## src/rtl/fsk_phase_discriminator.sv

```systemverilog
// -----------------------------------------------------------------------------
// fsk_phase_discriminator
//
// This block turns the per-sample phase angle from cordic_vector into
// instantaneous frequency deviation. It subtracts successive angles and wraps
// the result into -180..+179. It integrates the deviation over one symbol in a
// saturating signed accumulator, then makes one hard bit decision per symbol.
//
// Handshake: there is no ready/backpressure anywhere. Each *_valid or *_sync
// input is a one-cycle strobe, and the block accepts it on the rising edge
// where it is high. Each *_valid output is a one-cycle strobe that qualifies
// its data output, and that data output is registered alongside it. Back-to-
// back input strobes are all processed.
//
// Parameters
//   SAMPLES_PER_SYMBOL  deltas integrated per bit decision (2..255)
//   ACC_W               signed accumulator width (saturating)
//   THRESH              signed decision threshold, bit_out = (sum > THRESH)
//
// Ports
//   clk          system clock, rising edge
//   rst          synchronous active-high reset, overrides all inputs
//   angle_in     unsigned phase in degrees, legal 0..359
//   angle_valid  strobe qualifying angle_in
//   sym_sync     strobe restarting symbol integration
//   delta_out    signed wrapped phase difference, -180..+179
//   delta_valid  strobe qualifying delta_out / acc_out
//   acc_out      accumulator after the update of this sample
//   bit_out      symbol decision, held between decisions
//   bit_valid    strobe qualifying bit_out
//   err          sticky flag: an angle >= 360 was received
//   state_dbg    current FSM state (0 = EMPTY, 1 = PRIMED)
// -----------------------------------------------------------------------------
module fsk_phase_discriminator #(
   parameter int        SAMPLES_PER_SYMBOL = 8,
   parameter int        ACC_W              = 16,
   parameter int signed THRESH             = 0
) (
   input  logic                    clk,
   input  logic                    rst,
   input  logic [8:0]              angle_in,
   input  logic                    angle_valid,
   input  logic                    sym_sync,
   output logic signed [9:0]       delta_out,
   output logic                    delta_valid,
   output logic signed [ACC_W-1:0] acc_out,
   output logic                    bit_out,
   output logic                    bit_valid,
   output logic                    err,
   output logic                    state_dbg
);

   typedef enum logic {
      EMPTY  = 1'b0,
      PRIMED = 1'b1
   } state_t;

   // The sum is formed at a width that holds any acc + delta without overflow.
   // Deltas need 11 bits, so the width is at least 11 + 1 even for narrow
   // accumulators.
   localparam int SW = ((ACC_W > 11) ? ACC_W : 11) + 1;

   localparam logic signed [SW-1:0] ACC_MAX = {{(SW-ACC_W+1){1'b0}}, {(ACC_W-1){1'b1}}};
   localparam logic signed [SW-1:0] ACC_MIN = {{(SW-ACC_W+1){1'b1}}, {(ACC_W-1){1'b0}}};
   localparam logic signed [SW-1:0] THR_W   = SW'(THRESH);
   localparam logic [8:0]           SPS_L   = 9'(SAMPLES_PER_SYMBOL);

   state_t                  state;
   logic [8:0]              prev;
   logic signed [ACC_W-1:0] acc;
   logic [7:0]              cnt;

   logic                    legal;
   logic signed [10:0]      d_raw;
   logic signed [10:0]      d_wrap;
   logic signed [SW-1:0]    acc_base;
   logic signed [SW-1:0]    sum_w;
   logic signed [SW-1:0]    sat_w;
   logic [8:0]              cnt_next;
   logic                    last;

   assign state_dbg = state;

   always_comb begin
      legal = (angle_in < 9'd360);

      // Angle difference with wrap into -180..+179. A difference of exactly
      // +180 takes the "> 179" branch, so it comes out as -180.
      d_raw = $signed({2'b00, angle_in}) - $signed({2'b00, prev});
      if (d_raw > 11'sd179) begin
         d_wrap = d_raw - 11'sd360;
      end else if (d_raw < -11'sd180) begin
         d_wrap = d_raw + 11'sd360;
      end else begin
         d_wrap = d_raw;
      end

      // A coincident sym_sync clears first, so this sample's delta becomes
      // the first term of the new symbol.
      if (sym_sync) begin
         acc_base = '0;
         cnt_next = 9'd1;
      end else begin
         acc_base = {{(SW-ACC_W){acc[ACC_W-1]}}, acc};
         cnt_next = {1'b0, cnt} + 9'd1;
      end

      sum_w = acc_base + {{(SW-11){d_wrap[10]}}, d_wrap};
      if (sum_w > ACC_MAX) begin
         sat_w = ACC_MAX;
      end else if (sum_w < ACC_MIN) begin
         sat_w = ACC_MIN;
      end else begin
         sat_w = sum_w;
      end

      last = (cnt_next == SPS_L);
   end

   always_ff @(posedge clk) begin
      if (rst) begin
         state       <= EMPTY;
         prev        <= '0;
         acc         <= '0;
         cnt         <= '0;
         delta_out   <= '0;
         delta_valid <= 1'b0;
         acc_out     <= '0;
         bit_out     <= 1'b0;
         bit_valid   <= 1'b0;
         err         <= 1'b0;
      end else begin
         delta_valid <= 1'b0;
         bit_valid   <= 1'b0;

         // The restart applies whatever else happens this cycle. The PRIMED
         // sample path below overrides these with the new first term.
         if (sym_sync) begin
            acc     <= '0;
            cnt     <= '0;
            acc_out <= '0;
         end

         if (angle_valid) begin
            if (!legal) begin
               // Drop the sample and re-prime. The partial sum is kept.
               err   <= 1'b1;
               state <= EMPTY;
            end else if (state == EMPTY) begin
               prev  <= angle_in;
               state <= PRIMED;
            end else begin
               prev        <= angle_in;
               delta_out   <= d_wrap[9:0];
               delta_valid <= 1'b1;
               acc_out     <= sat_w[ACC_W-1:0];
               if (last) begin
                  bit_out   <= (sat_w > THR_W);
                  bit_valid <= 1'b1;
                  acc       <= '0;
                  cnt       <= '0;
               end else begin
                  acc <= sat_w[ACC_W-1:0];
                  cnt <= cnt_next[7:0];
               end
            end
         end
      end
   end

endmodule

```

## config.mk

```make
export PLATFORM = sky130hd
export DESIGN_NAME = fsk_phase_discriminator
export DESIGN_NICKNAME = d
export VERILOG_FILES = /design/src/rtl/fsk_phase_discriminator.sv
export SDC_FILE = /design/constraint.sdc
export NUM_CORES = 1
export LEC_CHECK = 0
export ABC_CLOCK_PERIOD_IN_PS = 15680
export CELL_PAD_IN_SITES_DETAIL_PLACEMENT = 1
export CELL_PAD_IN_SITES_GLOBAL_PLACEMENT = 1
export CORE_MARGIN = 2
export CORE_UTILIZATION = 47
export DETAILED_ROUTE_END_ITERATION = 16
export HOLD_SLACK_MARGIN = 0.05
export PLACE_DENSITY_LB_ADDON = 0.1
export SYNTH_ARGS = -nofsm -noshare
export SYNTH_HDL_FRONTEND = slang
export SYNTH_SLANG_ARGS = --single-unit
```

## constraint.sdc

```tcl
create_clock -name clk -period 15.68 [get_ports clk]
set_input_delay 3.136 -clock clk [delete_from_list [all_inputs] [get_ports clk]]
set_output_delay 3.136 -clock clk [all_outputs]
set_load 0.03 [all_outputs]
```

==> out/results.tsv <==
metric	value	unit
Max Used Layer	met4	
Total Nets Final	621	
Syn-to-layout area delta	15.0	%
Slew HR	42.3	%
DIE HEIGHT	101	µm
most frequent cells in the layout	64 x dfxtp_1, 54 x nand2_1, 52 x nor2_1	
hold path depth	2	
peak supply drop	0.0000550	V
HPWL Detailed	9.95	mm
Initial Util	48.1	%
via count	4136	
largest net degree at the start of global routing	28	
RSZ-0062 raised after global routing	no	
initial DRC count	119	
FFs w/ async S/R, synth	0	%
first-pass GRT wire length	21.6	mm
sequential area share after synthesis	29.1	%
Pwr Density	122	mW/mm²
clock skew	8.53	ps
drt first pass iters	4	
post-synth net total	586	
Core Area	0.00915	mm²
WL met3	443	µm
final core occ	55.3	%
number of hold buffers added after CTS	0	
Post-synth EDFFs	0	
max-slew violations	0	
CTS Buffer Depth	2	
Critical Path End Type	flip-flop	
Ys Warns	0	
synthesized area per cell	8.14	µm²
CTS tree	done	
static leakage	2.05	nW
Post-Syn Area	0.00440	mm²
worst-margin pin slew	862	ps
Yosys top cell by area	dfxtp_1	
wire length per cell	19.0	µm
layout cells sized above 1	7.06	%
worst min-delay path endpoint	acc_out[7]	
number of diodes	0	
Fin. Hold Viols	0	
Crit Path Max Fanout	9	
Worst EP arrival	8840	ps
R2R setup slack	10060	ps
dpl cells	676	
final cell count without fillers	692	
Clock Pin Slew Worst Setup and Hold Paths	80	ps
commonest non-fill, non-tap cell in the layout	dfxtp_1	
IO Pins	44	
ANT nets after route	0	
grt ovf	0	
Mapped Cells	541	
final cycle utilization of the critical path	54.9	%
H-tree depth	3	
Fin Setup TNS	0	ps
Max-Cap Viols	0	
Die W	101	µm
drt total wl	13.1	mm
Clk Latency, worst-skew pair	350	ps
vias in the first global route	4246	
routability congestion estimate	0.893	
Rows	35	
dominant cells by area after synthesis	dfxtp_1 29%, ha_1 8.5%, nand2_1 4.6%	
ys flop type	dfxtp_1	
startpoint types	input pin	
metal2 WL	6.54	mm
endpoints failing setup	0	
Resized Gates After CTS	0	
Worst EP required	15910	ps
Tmin final	8610	ps
status	completed	
die area	0.0102	mm²
critical path class	input pin to flip-flop	
r2r endpoint	acc[6]	
M1 WL	6.00	mm
Setup Fix Bufs, Post-CTS	0	
DRC	0	
Yosys cell types	74	
initial antenna violation count	0	
Worst Hold Class	flip-flop to flip-flop	
Synth Register Bits	64	
top-area cell type share of the netlist area	29.1	%
clock sinks	64	
Fmax achieved	116	MHz
CTS root buf	clkbuf_8	
clock buffer count from CTS	9	
worst r2r path cells	19	
Total Routing Usage GR	27.2	%
Reg-to-Reg Start	prev[0]	
number of port buffers	43	
total power	0.617	mW
hold_sp	acc_out[7]	
Vias/cell	5.98	
stage by stage:
stage / setup slack (ps) / instance area (µm²) / hold WS [ps]
detailed placement: 6790 / 4860 / 441
CTS: 7110 / 5060 / 460
global placement: 6990 / 4860 / 437
finish: 7070 / 5060 / 454
global route: 6710 / 5060 / 493
floorplan: 7840 / 4400 / 436
metal layers:
layer  vias to the layer above  track usage [%]
li1                       2020                -
met1                      2030             34.4
met2                        73             48.0
met3                        13             3.47
met4                         0             8.54
met5                         -                0
registers in the layout, summed over array words and instances (netlist names):
signal       count
bit_out          1
cnt              8
prev             9
err              1
bit_valid        1
acc_out         16
delta_valid      1
delta_out       10
state_dbg        1
acc             16
worst max path at each step:
stage	startpoint	endpoint	slack, ps
4_1_cts	angle_in[0]	acc[6]	7110
3_3_place_gp	angle_in[0]	acc_out[12]	6990
3_5_place_dp	angle_in[0]	acc_out[12]	6790
5_1_grt	angle_in[0]	acc[5]	6710
6_report	angle_in[0]	acc[6]	7070
2_1_floorplan	angle_in[0]	acc_out[12]	7840
kinds of logic after synthesis:
family / synth area share, %
adder cells (fa/ha/maj): 9.66
AND/OR/NAND/NOR: 22.3
flip-flops: 29.1
multiplexers: 0.711
buffers and inverters: 5.34
AO/OA/AOI/OAI: 27.9
XOR/XNOR: 4.95
cell type report:
class	instances	area, µm²
Sequential cell	64	1280
Timing Repair Buffer	46	453
Tap cell	111	139
Inverter	28	105
Multi-Input combinational cell	427	2890
Clock buffer	10	128
Clock inverter	6	70.1
Fill cell	1115	4090
cells in the mapped netlist (all sizes together), types with 5 or more instances:
cell     instances
and2             8
o21bai           5
nand2b           5
nand3           12
a21o            12
o2bb2ai          7
and3             8
xnor2           17
nand2           54
a22o            18
xor2             7
a21oi           37
or2              7
nor2b           21
inv             28
o21ai           30
dfxtp           64
clkbuf          18
nor3             8
a31oi            5
o211ai           5
nor2            53
a211oi           7
ha              30
nand4            6
where the power goes:
group / internal (mW) / total (mW) / switching [mW]
Combinational: 0.106 / 0.294 / 0.188
Clock: 0.0740 / 0.148 / 0.0736
Sequential: 0.172 / 0.176 / 0.00409
Total: 0.351 / 0.617 / 0.266
critical path, cell delays in order:
cell and delay, ps:
clkdlybuf4s50_1 470, inv_1 50, ha_1 220, fa_1 420
nor2b_1 190, o2111ai_1 170, and4_1 300, or2_2 340
a21oi_2 280, o221ai_1 190, o21a_1 200, xnor2_1 520
ha_1 420, a21o_1 190, a21oi_1 180, a21o_1 140
a41oi_1 60, nor2_1 370, mux2_2 450, and2_1 270
a22o_1 260
(Power assumes the default switching activity.)
==> RTL edit 1, RTL diff (config.mk and constraints unchanged) <==
The parameter `ACC_W` goes from 16 to 12.
--- a/src/rtl/fsk_phase_discriminator.sv
+++ b/src/rtl/fsk_phase_discriminator.sv
@@ -34,5 +34,5 @@
 module fsk_phase_discriminator #(
    parameter int        SAMPLES_PER_SYMBOL = 8,
-   parameter int        ACC_W              = 16,
+   parameter int        ACC_W              = 12,
    parameter int signed THRESH             = 0
 ) (
Interface: changed (resized acc_out); port bits go from 44 to 40. The function was not compared with the original's and may differ.
==> RTL edit 1 against the original RTL <==
Sequential cell count fell by 8. Via count decreased by 14%. Maximum frequency grew 3.1%. First-iteration DRC count is 16% higher. Sequential share of layout area up 0.16 points. Register-to-register slack improved by 0.30 ns. Worst hold slack improved by 0.017 ns. Wire length down 17%. Global-route usage decreased by 1.4 points. Setup slack improved by 0.26 ns. Area after synthesis fell by 13%. Design area fell by 13%. Power shrank 23%. Sequential power shrank 14%. Largest cell class unchanged. Largest power group unchanged. Highest routed layer unchanged.
==> RTL edit 1: results (changes against the original RTL) <==
maximum vdd drop 0.0000466 V (-15%); Pleak 1.74 nW (-15%); Final #Nets 551 (-11%); Placed Area 4290 sq um (-12%); drt first-iter violations 138 (+16%); Clk pin slew, worst setup/hold paths 0.11 ns (+0.03 ns); Synth Area in Compound Gates 0.261 (-0.0187); GR Util All Layers 0.258 (-0.0138); Detailed Route WL 10900 um (-17%); H-tree levels 2 (-1); first-pass GRT wire length 18100 um (-16%); Synthesized Nets 517 (-12%); CP arrival 8.52 ns (-0.32 ns); gpl congestion 0.889 (-0.51%); synth cell count leaders 56 x dfxtp_1, 55 x nor2_1, 44 x nand2_1, 31 x a21oi_1, 30 x inv_1; outcome finished clean; max incr delay on CP 0.77 ns (+0.25 ns); worst-case reg-to-reg path depth 20 (+1); count of cell types in the netlist 73 (-1.4%); worst-margin pin slew 0.937 ns (+0.0748 ns); multiplexer area fraction after synthesis 0.0138 (+0.00669); met2 Use GR 0.432 (-0.0479); vias per std cell 5.81 (-2.7%); GR Util met1 0.349 (+0.00518); worst-path fanout max 7 (-2); Regs by FF count acc (12), acc_out (12), delta_out (10); top cells by area, synth dfxtp_1 29%, ha_1 8.5%, nor2_1 5.4%; Port Buffers 39 (-9.3%); Place WS 7.07 ns (+0.275 ns)
[RTL edit 1: worst reg2reg max path, cell delays in order (launching register included)]
cell	delay [ns]
dfxtp_1	0.34
ha_1	0.22
fa_1	0.42
nand2b_1	0.20
a21oi_1	0.22
xnor2_2	0.20
inv_2	0.11
o32ai_1	0.33
and2_1	0.25
o21ai_1	0.14
o31a_1	0.36
xnor2_1	0.13
ha_1	0.36
a211o_1	0.30
nor2_1	0.09
o21ai_0	0.09
o211ai_1	0.15
o21ai_1	0.16
xor2_1	0.25
nor3_1	0.77
nor3_1	0.13
[RTL edit 1: power by group through the flow]
stage	Clock, mW	Combinational, mW	Sequential [mW]
3_5_place_dp	0	0.217	0.156
4_1_cts	0.102	0.219	0.152
6_report	0.0998	0.222	0.152
5_1_grt	0.107	0.244	0.153
2_1_floorplan	0	0.153	0.163
3_3_place_gp	0	0.212	0.155
[RTL edit 1: cell type report]
| cell class | instances | area (sq um) |
|---|---|---|
| clock buffer | 6 | 72.6 |
| clock inverter | 2 | 38.8 |
| fill | 977 | 3410 |
| inverter | 31 | 116 |
| multi-input combinational | 374 | 2510 |
| sequential | 56 | 1120 |
| tap | 102 | 128 |
| timing repair buffer | 42 | 413 |
[RTL edit 1: per-layer routing]
layer	up-vias	wire (um)
li1	1774	-
met2	68	5170
met1	1708	5240
met5	-	0
met4	0	193
met3	14	310
[RTL edit 1: path summary, 6_finish.rpt]
path                                  start         end  slack [ns]
worst min-delay path                prev[2]     prev[2]        0.47
worst min register to register      prev[2]     prev[2]        0.47
worst max register to register      prev[0]  acc_out[5]       10.36
worst max-delay path            angle_in[0]  acc_out[5]        7.34
[RTL edit 1: stage by stage]
step	hold slack, ns	instances
floorplan	0.436	476
global route	0.494	613
CTS	0.469	613
detailed placement	0.455	605
finish	0.471	613
global placement	0.443	605
==> RTL edit 2, RTL diff (same flow settings) <==
Without the edit above. Reset style: asynchronous (`rst`), changed in one clocked block. Comments in the files are not updated.
--- a/src/rtl/fsk_phase_discriminator.sv
+++ b/src/rtl/fsk_phase_discriminator.sv
@@ -118,5 +118,5 @@
    end
 
-   always_ff @(posedge clk) begin
+   always_ff @(posedge clk or posedge rst) begin
       if (rst) begin
          state       <= EMPTY;
Function: differs if rst is asserted again (counterexample within 4 cycles, from zero or initial values and one cycle with rst high); with rst held inactive, the same outputs for 4 cycles.
==> RTL edit 2 against the original RTL <==
Wire length increased by 0.51%. Sequential cell count unchanged. First-iteration DRC count increased by 5.0%. Setup slack got worse by 0.017 ns. Global-route usage decreased by 1.4 points. Design area increased by 7.6%. Area after synthesis increased by 5.3%. Sequential share of layout area increased by 4.1 points. Via count decreased by 1.0%. Worst hold slack improved by 0.025 ns. Critical path type unchanged.
Power is not compared: it rests on default switching activity, and its combinational part moved more than twofold at a synthesized area within 25%.
==> RTL edit 2: results (changes against the original RTL) <==
outcome finished clean; gpl congestion 0.871 (-2.5%); vias per std cell 5.88 (-1.6%); met2 Use GR 0.434 (-0.0459); Routed met1 length 6100 um (+1.7%); Synth Instances 519 (-4.1%); synth cell count leaders 64 x dfrtp_1, 44 x nand2_1, 42 x o21ai_0, 34 x inv_1; Min Hold Slack 0.479 ns (+0.0246 ns); met3 Use GR 0.0410 (+0.00632); Max Clk Rate 116 MHz (-0.20%); Synthesized Nets 564 (-3.8%); number of global-route vias before repair 4209 (-0.87%); Filler cells 1116 (+0.090%); Place WS 6.74 ns (-0.0486 ns); wire per inst 19.0 um (about the same); Buffers, non-clock 47 (+2.2%); hold path startpoint err; post-synthesis async set-or-reset flop share 1.00 (+1.00); reg2reg start prev[6]; nonclk inv count 36 (+29%); Placed Area 5190 sq um (+6.8%); worst-case reg-to-reg path depth 17 (-2); clock-cell share of area 0.0464 (+0.00734); Post-Place Cells 680 (+0.59%); GR Util All Layers 0.258 (-0.0136); CP arrival 8.88 ns (+0.04 ns); layout cell share with drive strength beyond 1 0.0941 (+0.0236); worst setup path endpoint acc[11]; hold path depth 1 (-1); Post-DP HPWL 9540 um (-4.1%); Rel. slew slack 0.287 (-0.136); WL met2 6460 um (-1.3%); Final Instance Count excl. Fillers 696 (+0.58%); max incr delay on CP 0.50 ns (-0.02 ns); Clock Skew 0.00932 ns (+0.000788 ns); sequential share of cell area 0.294 (+0.0409); count of cell types in the netlist 72 (-2.7%); GR Util met1 0.335 (-0.00886); largest net degree at the start of global routing 65 (+130%); fraction of area in multi-input gates 0.520 (-0.0504)
-- RTL edit 2: cell types whose count changed after synthesis, moves of 16 or more --
cell / change
a22o_1: -16
nor2_1: -22
a21oi_1: -17
o21ai_0: +21
dfxtp_1: -64
dfrtp_1: +64
-- RTL edit 2: kinds of logic (layout without fill, tap and decap cells) --
family / Yosys count / count (layout) / synth area share
compound gates: 149 / 149 / 0.233
xor+xnor: 22 / 22 / 0.0416
fa+ha+maj: 46 / 46 / 0.120
buf+inv: 55 / 99 / 0.0453
flops: 64 / 64 / 0.345
mux: 12 / 12 / 0.0286
simple gates: 171 / 171 / 0.186
-- RTL edit 2: report_power, final --
group          internal, mW  total, mW  switching, mW  leakage, nW
combinational         0.262      0.678          0.416         1.40
clock                 0.111      0.184         0.0728        0.123
sequential            0.207      0.229         0.0228        0.825
